[src/rtl/retire_stage_pkg.sv]
// retire_stage_pkg -- shared types for the retire stage.
//   Defines the ROB entry layout, index/tag/address widths, the ROB size used
//   for index wrap-around, and the retire FSM state enum.
//   Also supplies the default retire width `N when the build does not set it.
`ifndef N
`define N 3
`endif

package retire_stage_pkg;

  localparam int ROB_SZ     = 32;
  localparam int ROB_IDX_W  = $clog2(ROB_SZ);
  localparam int PHYS_TAG_W = 6;
  localparam int REG_IDX_W  = 5;
  localparam int ADDR_W     = 32;

  typedef logic [ROB_IDX_W-1:0]  rob_idx_t;
  typedef logic [PHYS_TAG_W-1:0] phys_tag_t;
  typedef logic [REG_IDX_W-1:0]  reg_idx_t;
  typedef logic [ADDR_W-1:0]     addr_t;

  typedef struct packed {
    logic      valid;
    logic      complete;
    logic      has_dest;
    reg_idx_t  dest_areg;
    phys_tag_t dest_preg;
    phys_tag_t old_preg;
    logic      is_branch;
    logic      mispredict;
    addr_t     target_pc;
    logic      halt;
  } rob_entry_t;

  typedef enum logic [1:0] {
    RUN     = 2'd0,
    RECOVER = 2'd1,
    HALTED  = 2'd2
  } retire_state_e;

endpackage

[src/rtl/retire_stage_select.sv]
// retire_select -- in-order retire eligibility.
//   Walks the head slots oldest-first and retires the longest prefix of
//   available slots. A stopping slot (halt or mispredicted branch) retires
//   itself and closes the group.
// Ports:
//   enable  : 1 when retirement is allowed this cycle
//   avail   : per-slot occupied-and-complete
//   stop    : per-slot halt / mispredicted branch
//   retire  : per-slot retire mask
//   count   : number of retired slots
`ifndef N
`define N 3
`endif

module retire_select #(
  parameter int N = `N
) (
  input  logic         enable,
  input  logic [N-1:0] avail,
  input  logic [N-1:0] stop,
  output logic [N-1:0] retire,
  output logic [N:0]   count
);

  logic run_on;

  always_comb begin
    retire = '0;
    count  = '0;
    run_on = enable;
    for (int i = 0; i < N; i++) begin
      if (run_on && avail[i]) begin
        retire[i] = 1'b1;
        count     = count + {{N{1'b0}}, 1'b1};
        if (stop[i]) run_on = 1'b0;
      end else begin
        // A missing or incomplete slot ends the group, so a valid gap
        // blocks everything younger.
        run_on = 1'b0;
      end
    end
  end

endmodule

[src/rtl/retire_stage.sv]
// retire_stage -- in-order commit of the oldest N ROB entries.
//   Retires the eligible prefix each cycle, releases old physical tags,
//   updates the architectural map, and handles mispredict recovery and halt.
// Ports:
//   clock, reset            : clock, synchronous active-high reset
//   head_entries/_valids    : oldest N ROB entries (slot 0 = head) and occupancy
//   head_idx                : ROB index of slot 0
//   retire_count            : combinational count retired this cycle
//   mispredict/mispred_idx/recover_pc : one-cycle squash pulse and its target
//   free_valid/free_pregs   : old tags released (registered)
//   amt_valid/amt_areg/amt_preg : map table writes (registered)
//   halted                  : high once a halt has retired
//   instret                 : retired-instruction counter, present only when
//                             RETIRE_STATS_EN is defined
`ifndef N
`define N 3
`endif

module retire_stage
  import retire_stage_pkg::*;
#(
  parameter int N           = `N,
  parameter int ARCH_REG_SZ = 32
) (
  input  logic                  clock,
  input  logic                  reset,
  input  rob_entry_t [N-1:0]    head_entries,
  input  logic [N-1:0]          head_valids,
  input  rob_idx_t              head_idx,
  output logic [N:0]            retire_count,
  output logic                  mispredict,
  output rob_idx_t              mispred_idx,
  output addr_t                 recover_pc,
  output logic [N-1:0]          free_valid,
  output phys_tag_t [N-1:0]     free_pregs,
  output logic [N-1:0]          amt_valid,
  output reg_idx_t [N-1:0]      amt_areg,
  output phys_tag_t [N-1:0]     amt_preg,
  output logic                  halted
`ifdef RETIRE_STATS_EN
  ,output logic [63:0]          instret
`endif
);

  localparam int unused_arch_reg_sz = ARCH_REG_SZ;

  retire_state_e state, state_next;

  logic [N-1:0] avail, halt_vec, mp_vec, stop_vec, entry_valid;
  logic [N-1:0] retire;
  logic [N:0]   sel_count;
  logic         enable;
  logic         halt_hit, mp_hit;
  rob_idx_t     mp_idx;
  addr_t        mp_pc;
  logic [N-1:0] free_vld, amt_vld;
  logic         unused_valid_bits;

  logic [N-1:0]      free_valid_p1, amt_valid_p1;
  phys_tag_t [N-1:0] free_pregs_p1, amt_preg_p1;
  reg_idx_t [N-1:0]  amt_areg_p1;
  rob_idx_t          mispred_idx_p1;
  addr_t             recover_pc_p1;

  always_comb begin
    avail       = '0;
    halt_vec    = '0;
    mp_vec      = '0;
    entry_valid = '0;
    for (int i = 0; i < N; i++) begin
      avail[i]       = head_valids[i] & head_entries[i].complete;
      halt_vec[i]    = head_entries[i].halt;
      mp_vec[i]      = head_entries[i].is_branch & head_entries[i].mispredict;
      entry_valid[i] = head_entries[i].valid;
    end
  end

  // Occupancy comes from head_valids; the per-entry valid bit is redundant.
  assign unused_valid_bits = ^entry_valid;
  assign stop_vec = halt_vec | mp_vec;

  // Reset suppresses retirement in the same cycle so nothing leaks to the ROB.
  assign enable = (state == RUN) && !reset;

  retire_select #(.N(N)) u_select (
    .enable (enable),
    .avail  (avail),
    .stop   (stop_vec),
    .retire (retire),
    .count  (sel_count)
  );

  assign retire_count = sel_count;

  always_comb begin
    halt_hit = 1'b0;
    mp_hit   = 1'b0;
    mp_idx   = '0;
    mp_pc    = '0;
    for (int i = 0; i < N; i++) begin
      if (retire[i] && halt_vec[i]) halt_hit = 1'b1;
      if (retire[i] && mp_vec[i]) begin
        mp_hit = 1'b1;
        mp_pc  = head_entries[i].target_pc;
        mp_idx = rob_idx_t'((int'(head_idx) + i) % ROB_SZ);
      end
    end
  end

  // Younger writes to the same areg shadow older ones within a group.
  always_comb begin
    free_vld = '0;
    amt_vld  = '0;
    for (int i = 0; i < N; i++) begin
      free_vld[i] = retire[i] & head_entries[i].has_dest;
      amt_vld[i]  = retire[i] & head_entries[i].has_dest;
      for (int j = i + 1; j < N; j++) begin
        if (retire[j] && head_entries[j].has_dest &&
            head_entries[j].dest_areg == head_entries[i].dest_areg)
          amt_vld[i] = 1'b0;
      end
    end
  end

  always_ff @(posedge clock) begin
    if (reset) state <= RUN;
    else       state <= state_next;
  end

  always_comb begin
    state_next = state;
    mispredict = 1'b0;
    halted     = 1'b0;
    case (state)
      RUN: begin
        if (halt_hit)    state_next = HALTED;
        else if (mp_hit) state_next = RECOVER;
      end
      RECOVER: begin
        mispredict = 1'b1;
        state_next = RUN;
      end
      HALTED: begin
        halted     = 1'b1;
        state_next = HALTED;
      end
      default: state_next = RUN;
    endcase
  end

  // ---- stage p1: registered retirement side effects ----
  always_ff @(posedge clock) begin
    if (reset) begin
      free_valid_p1  <= '0;
      amt_valid_p1   <= '0;
      mispred_idx_p1 <= '0;
      recover_pc_p1  <= '0;
    end else begin
      free_valid_p1 <= free_vld;
      amt_valid_p1  <= amt_vld;
      if (mp_hit) begin
        mispred_idx_p1 <= mp_idx;
        recover_pc_p1  <= mp_pc;
      end
    end
  end

  always_ff @(posedge clock) begin
    for (int i = 0; i < N; i++) begin
      free_pregs_p1[i] <= head_entries[i].old_preg;
      amt_areg_p1[i]   <= head_entries[i].dest_areg;
      amt_preg_p1[i]   <= head_entries[i].dest_preg;
    end
  end

  assign free_valid  = free_valid_p1;
  assign free_pregs  = free_pregs_p1;
  assign amt_valid   = amt_valid_p1;
  assign amt_areg    = amt_areg_p1;
  assign amt_preg    = amt_preg_p1;
  assign mispred_idx = mispred_idx_p1;
  assign recover_pc  = recover_pc_p1;

`ifdef RETIRE_STATS_EN
  always_ff @(posedge clock) begin
    if (reset) instret <= '0;
    else       instret <= instret + 64'(retire_count);
  end
`endif

endmodule

[config.mk]
export PLATFORM = sky130hd
export DESIGN_NAME = retire_stage
export DESIGN_NICKNAME = d
export VERILOG_FILES = /design/src/rtl/retire_stage_pkg.sv /design/src/rtl/retire_stage_select.sv /design/src/rtl/retire_stage.sv
export SDC_FILE = /design/constraint.sdc
export NUM_CORES = 1
export LEC_CHECK = 0
export CORE_AREA = 2 2 106 108
export DETAILED_ROUTE_END_ITERATION = 10
export DIE_AREA = 0 0 108 110
export DONT_BUFFER_PORTS = 1
export HOLD_SLACK_MARGIN = 0.06
export RECOVER_POWER = 100
export SLEW_MARGIN = 20
export SYNTH_ARGS = -nofsm -noshare
export SYNTH_HDL_FRONTEND = slang
export SYNTH_SLANG_ARGS = --single-unit
[constraint.sdc]
create_clock -name clock -period 1.6 [get_ports clock]
set_input_delay 0.08 -clock clock [delete_from_list [all_inputs] [get_ports clock]]
set_output_delay 0.08 -clock clock [all_outputs]
set_load 0.02 [all_outputs]
# After elaboration in Yosys (flattened, before gate mapping)
# Cells that the tools add are included.
# W data, S select, Z words.
# op_classes
n_bitwise	10
muxes	27
add_sub_neg	4
eq_ne	6
n_reduce_logical	19
# ops
op	n
$mux W32	3
$mux W1	16
$eq A5 B5 Y1	3
$logic_and A1 B1 Y1	15
$mux W5	3
$and A1 B1 Y1	9
$mux W4	2
$add A5 B1 Y5 const B	1
$add A5 B2 Y5 const B	1
$add A4 B1 Y4 const B	1
$mux W2	2
$pmux W2 S2	1
$ne A3 B3 Y1 const B	1
$reduce_or A3 Y1	1
$add A1 B1 Y2 const B	1
$eq A2 B1 Y1 const B	1
$eq A2 B2 Y1 const B	1
$logic_not A2 Y1	1
$or A2 B2 Y2	1
$reduce_or A2 Y1	1
$logic_not A1 Y1	1
# word_totals
elab_cells	82
register_bits	96
out_inout_bits	100
inputBits	175

# Logic depth before layout (Yosys ltp)
# logic_depth
ltp_word	13
ltp_mapped	8

# Cells and area by module
# Synthesis repeated with hierarchy kept, for this count alone.
# hier_totals
hier_cells	344
hier_area_um2	3606.0
# modules_own_cells
mod	seq_area_each_um2	area_per_inst_um2	cells_each	instances
retire_stage	1901.8	3500.9	332	1
retire_select	0.0	105.1	12	1

# Worst setup path before layout
# Ideal clock, no wire load.
# synth_path
path_kind	register to output
startpoint	register state[0]
endpoint	output retire_count[1]
required_ps	1520
arrival_time_ps	1863
stages_incl_launch_ff	8
setup_slack_ps	-343
path_cell_list	dfxtp_1 or2_1 nor2_2 clkinv_1 nor2_1 inv_1 ha_1 o21ai_0
# synth_via
elab_chain_len	8
# synth_lines
item	line_no	source
start, declared	retire_stage.sv:47	retire_state_e state, state_next;
start signal, assigned	retire_stage.sv:127	else state <= state_next;
$logic_not A2 Y1 *	retire_stage.sv:83	assign enable = (state == RUN) && !reset;
$logic_and A1 B1 Y1 *	retire_stage.sv:83	
$logic_and A1 B1 Y1 or $mux W1 (tied branches)	retire_stage_select.sv:32, retire_stage_select.sv:35	
$mux W1	retire_stage_select.sv:32	if (run_on && avail[i]) begin
$add A1 B1 Y2 (tied with other cells)	retire_stage_select.sv:34	count = count + {{N{1'b0}}, 1'b1};
$mux W4 or $mux W1 (tied branches)	retire_stage_select.sv:32	
$add A4 B1 Y4 or $logic_and A1 B1 Y1 (tied branches)	retire_stage_select.sv:34, retire_stage_select.sv:32	
$mux W4 *	retire_stage_select.sv:32	
end, declared	retire_stage.sv:30	output logic [N:0] retire_count,
# Mark *: on every way between the ends. The rest lies on a longest branch, timed or not.

# Worst setup path in the final report
# layout_path
startpoint	register state[0]
endpoint	output retire_count[0]
# Same word-level chain as after synthesis.

==> summary.md <==
| Metric | Value |
|---|---|
| Die Y-Extent | `110 um` |
| Synth top area cells | `dfxtp_1 49%, o21ai_0 8.9%, a221oi_2 7.8%` |
| Clk buf depth | `2` |
| Final setup vio count | `39` |
| Antenna viol nets, final | `0` |
| Synth-to-layout area growth | `41.31%` |
| CP max FO | `3` |
| IO Port Bufs | `0` |
| Count of different cell masters after synthesis | `42` |
| LEAKAGE | `0.001944 uW` |
| Worst setup EP type | `primary output` |
| Final setup TNS | `-6.206 ns` |
| Mean area per synthesized cell | `9.173 um2` |
| Most frequent cell after synthesis | `dfxtp_1` |
| Vias in the first global route | `3280` |
| Synth Instances | `422` |
| Worst EP arrival | `1.77 ns` |
| Latest clock arrival within the worst-skew pair | `0.38 ns` |
| Ys async rst share | `0%` |
| H-tree depth | `3` |
| Yosys top cell area share | `49.13%` |
| Seq cells post-synth | `95` |
| Total grt overflow | `0` |
| Io pins | `275` |
| # Max-Cap Violations | `0` |
| Post-synth EDFFs | `0` |
| Worst vdd ir | `476.9 uV` |
| Largest family of logic cells by synthesized area | `compound AO/OA/AOI/OAI gates` |
| Mux cell area share after synthesis | `0.2586%` |
| Die X-Extent | `108 um` |
| Initial antenna violation count | `0` |
| Ys Warns | `0` |
| GRT Resource Usage Total | `20.21%` |
| DRC violations left | `0` |
| PwrDens | `862.9 nW/um2` |
| CTS tree | `built` |
| Synth area leader | `dfxtp_1` |
| Failing checks | `hold timing, setup timing` |
| Final WS setup | `-0.2514 ns` |
| Hold Vio Cnt, Final | `37` |
| Layout Skew | `0.007828 ns` |
| Hold slack final | `-0.2494 ns` |
| GPL Wtd Cong | `0.7928` |
| Multi-input gate area | `1877 um2` |
| RSZ-0062 raised after global routing | `yes` |
| Part of the Yosys area used for sequential elements | `49.13%` |
| First-pass GRT wire length | `17.87 mm` |
| CP Launch Type | `flop` |
| Adder-cell area share of the yosys netlist | `1.293%` |
| Slew Limit Fails | `0` |
| Final worst path period need | `1.851 ns` |
| Vias per cell | `5.338` |
| HP Class | `primary input to flop` |
| Wire per inst | `20.72 um` |
| Final period util | `115.7%` |
| # diodes | `0` |
| Simple-gate area share of the yosys netlist | `15.55%` |
| Cts hold-fix bufs | `61` |
| Clk slew on worst S/H paths | `0.11 ns` |
| Compound-Gate Fraction of Synth Area | `23.30%` |
| Outcome | `finished with violations` |
| Synth top cells by count | `95 x dfxtp_1, 69 x o21ai_0, 40 x nand2_1` |
| Full die area | `11880 um2` |
| 1st-iter DRT viols | `265` |
| Final nets | `688` |
| Synth Cell Area | `3871 um2` |
| Critical path required time | `1.52 ns` |
| Core area | `10700 um2` |
| Maximum clock rate | `540.1 MHz` |
| DP Worst Slack | `-0.09342 ns` |
| Clk sinks | `95` |
| Pwr Total | `4720 uW` |
| Vias | `3491` |
| Mapped Nets | `601` |
| HPWL after detailed placement | `8.526 mm` |
| Fillers | `988` |
| Largest net degree at the start of global routing | `39` |
| CTS root buffer | `clkbuf_8` |
| FF/Latch Area | `1903 um2` |
| Drt pass-1 iters | `4` |
| Primary FF master, synth | `dfxtp_1` |
| Rows | `38` |
| CTS Buf Count | `9` |
| Layout cells sized above 1 | `21.60%` |
| Synth Area in XOR/XNOR | `3.846%` |
| Routed WL | `13.55 mm` |
| Worst setup path category | `flop to primary output` |
| Starting density of the core | `36.19%` |
-- what timing repair did --
item / CTS / global route
gates resized for setup: 44 / 18
endpoints found under the setup margin: 36 / 40
pin swaps: 5 / 10
cloned: 5 / 2
setup buffers: 7 / 5
endpoints found under the hold margin: 94 / 37
-- area by class of cell --
class | count | share of cell area [%]
Sequential cell | 95 | 34.79
Multi-Input combinational cell | 271 | 34.31
Timing Repair Buffer | 104 | 21.89
Tap cell | 140 | 3.202
Clock buffer | 9 | 2.264
Inverter | 28 | 1.967
Clock inverter | 7 | 1.578
-- power breakdown --
| part | switching, uW | internal (uW) |
|---|---|---|
| clock | 1020 | 634 |
| sequential | 169 | 2460 |
| combinational | 194 | 245 |
| total | 1380 | 3340 |
-- metrics by stage --
stage          hold slack, ns  instances  util (%)  instance area [um2]
3_3_place_gp           0.1078        558     38.97                 4169
4_1_cts               -0.2710        647     49.61                 5308
3_5_place_dp           0.1078        558     38.97                 4169
2_1_floorplan          0.1077        422         -                 3899
6_report              -0.2494        654     51.13                 5470
5_1_grt               -0.2731        654     51.13                 5470
-- state kept, by name, summed over array words and instances (netlist names) --
register     flops
amt_preg        18
mispred_idx      5
free_valid       3
amt_areg        15
free_pregs      18
state            2
recover_pc      32
amt_valid        2
-- kinds of logic after synthesis --
kind of cell               after synthesis
AOI/OAI and AO/OA                      123
DFF                                     95
and+or+nand+nor                        125
buffers and inverters                   56
muxes                                    1
other                                    1
xor gates and xnor gates                17
adders and majority gates                4
-- worst max-delay path, cell delays in order (launching register included) --
cell,delay (ns)
dfxtp_2,0.33
or2_4,0.23
nor2_4,0.17
inv_4,0.05
nor2_4,0.11
ha_4,0.22
xor2_2,0.14
buf_6,0.13
-- metal layers --
layer	track usage, %	share of wire [%]	up-vias
li1	-	-	1635
met1	22.42	38	1667
met2	36.79	52	170
met3	5.820	8.0	19
met4	7.418	1.7	0
met5	0	0	-
-- worst paths after layout --
check	depth (start not counted)	endpoint	startpoint	slack, ns
setup reg to reg	9	recover_pc[24]	state[0]	-0.21
setup / recovery	7	retire_count[0]	state[0]	-0.25
hold / removal	1	mispred_idx[1]	reset	-0.25
hold reg to reg	2	recover_pc[14]	recover_pc[14]	0.56
-- cells in the final DEF, fill, tap and decap left out, types with 3 or more instances in the layout --
master,synthesis,routed
nor3_1,5,3
buf_16,0,4
a221oi_2,20,23
xnor2_1,11,11
o21ai_1,0,22
dfxtp_1,95,94
and2_1,4,3
nor2_1,38,37
clkbuf_8,0,9
nand3b_1,3,3
buf_6,2,5
nand4_1,3,3
nor2b_1,14,14
buf_12,0,9
clkbuf_16,0,3
xor2_1,6,5
dlygate4sd3_1,0,61
a211oi_2,0,8
buf_4,5,22
inv_1,27,27
o21ai_0,69,46
a211oi_1,12,4
a21oi_1,6,6
nand3_1,9,8
nand2_1,40,40
Power figures use the tool's default switching activity.
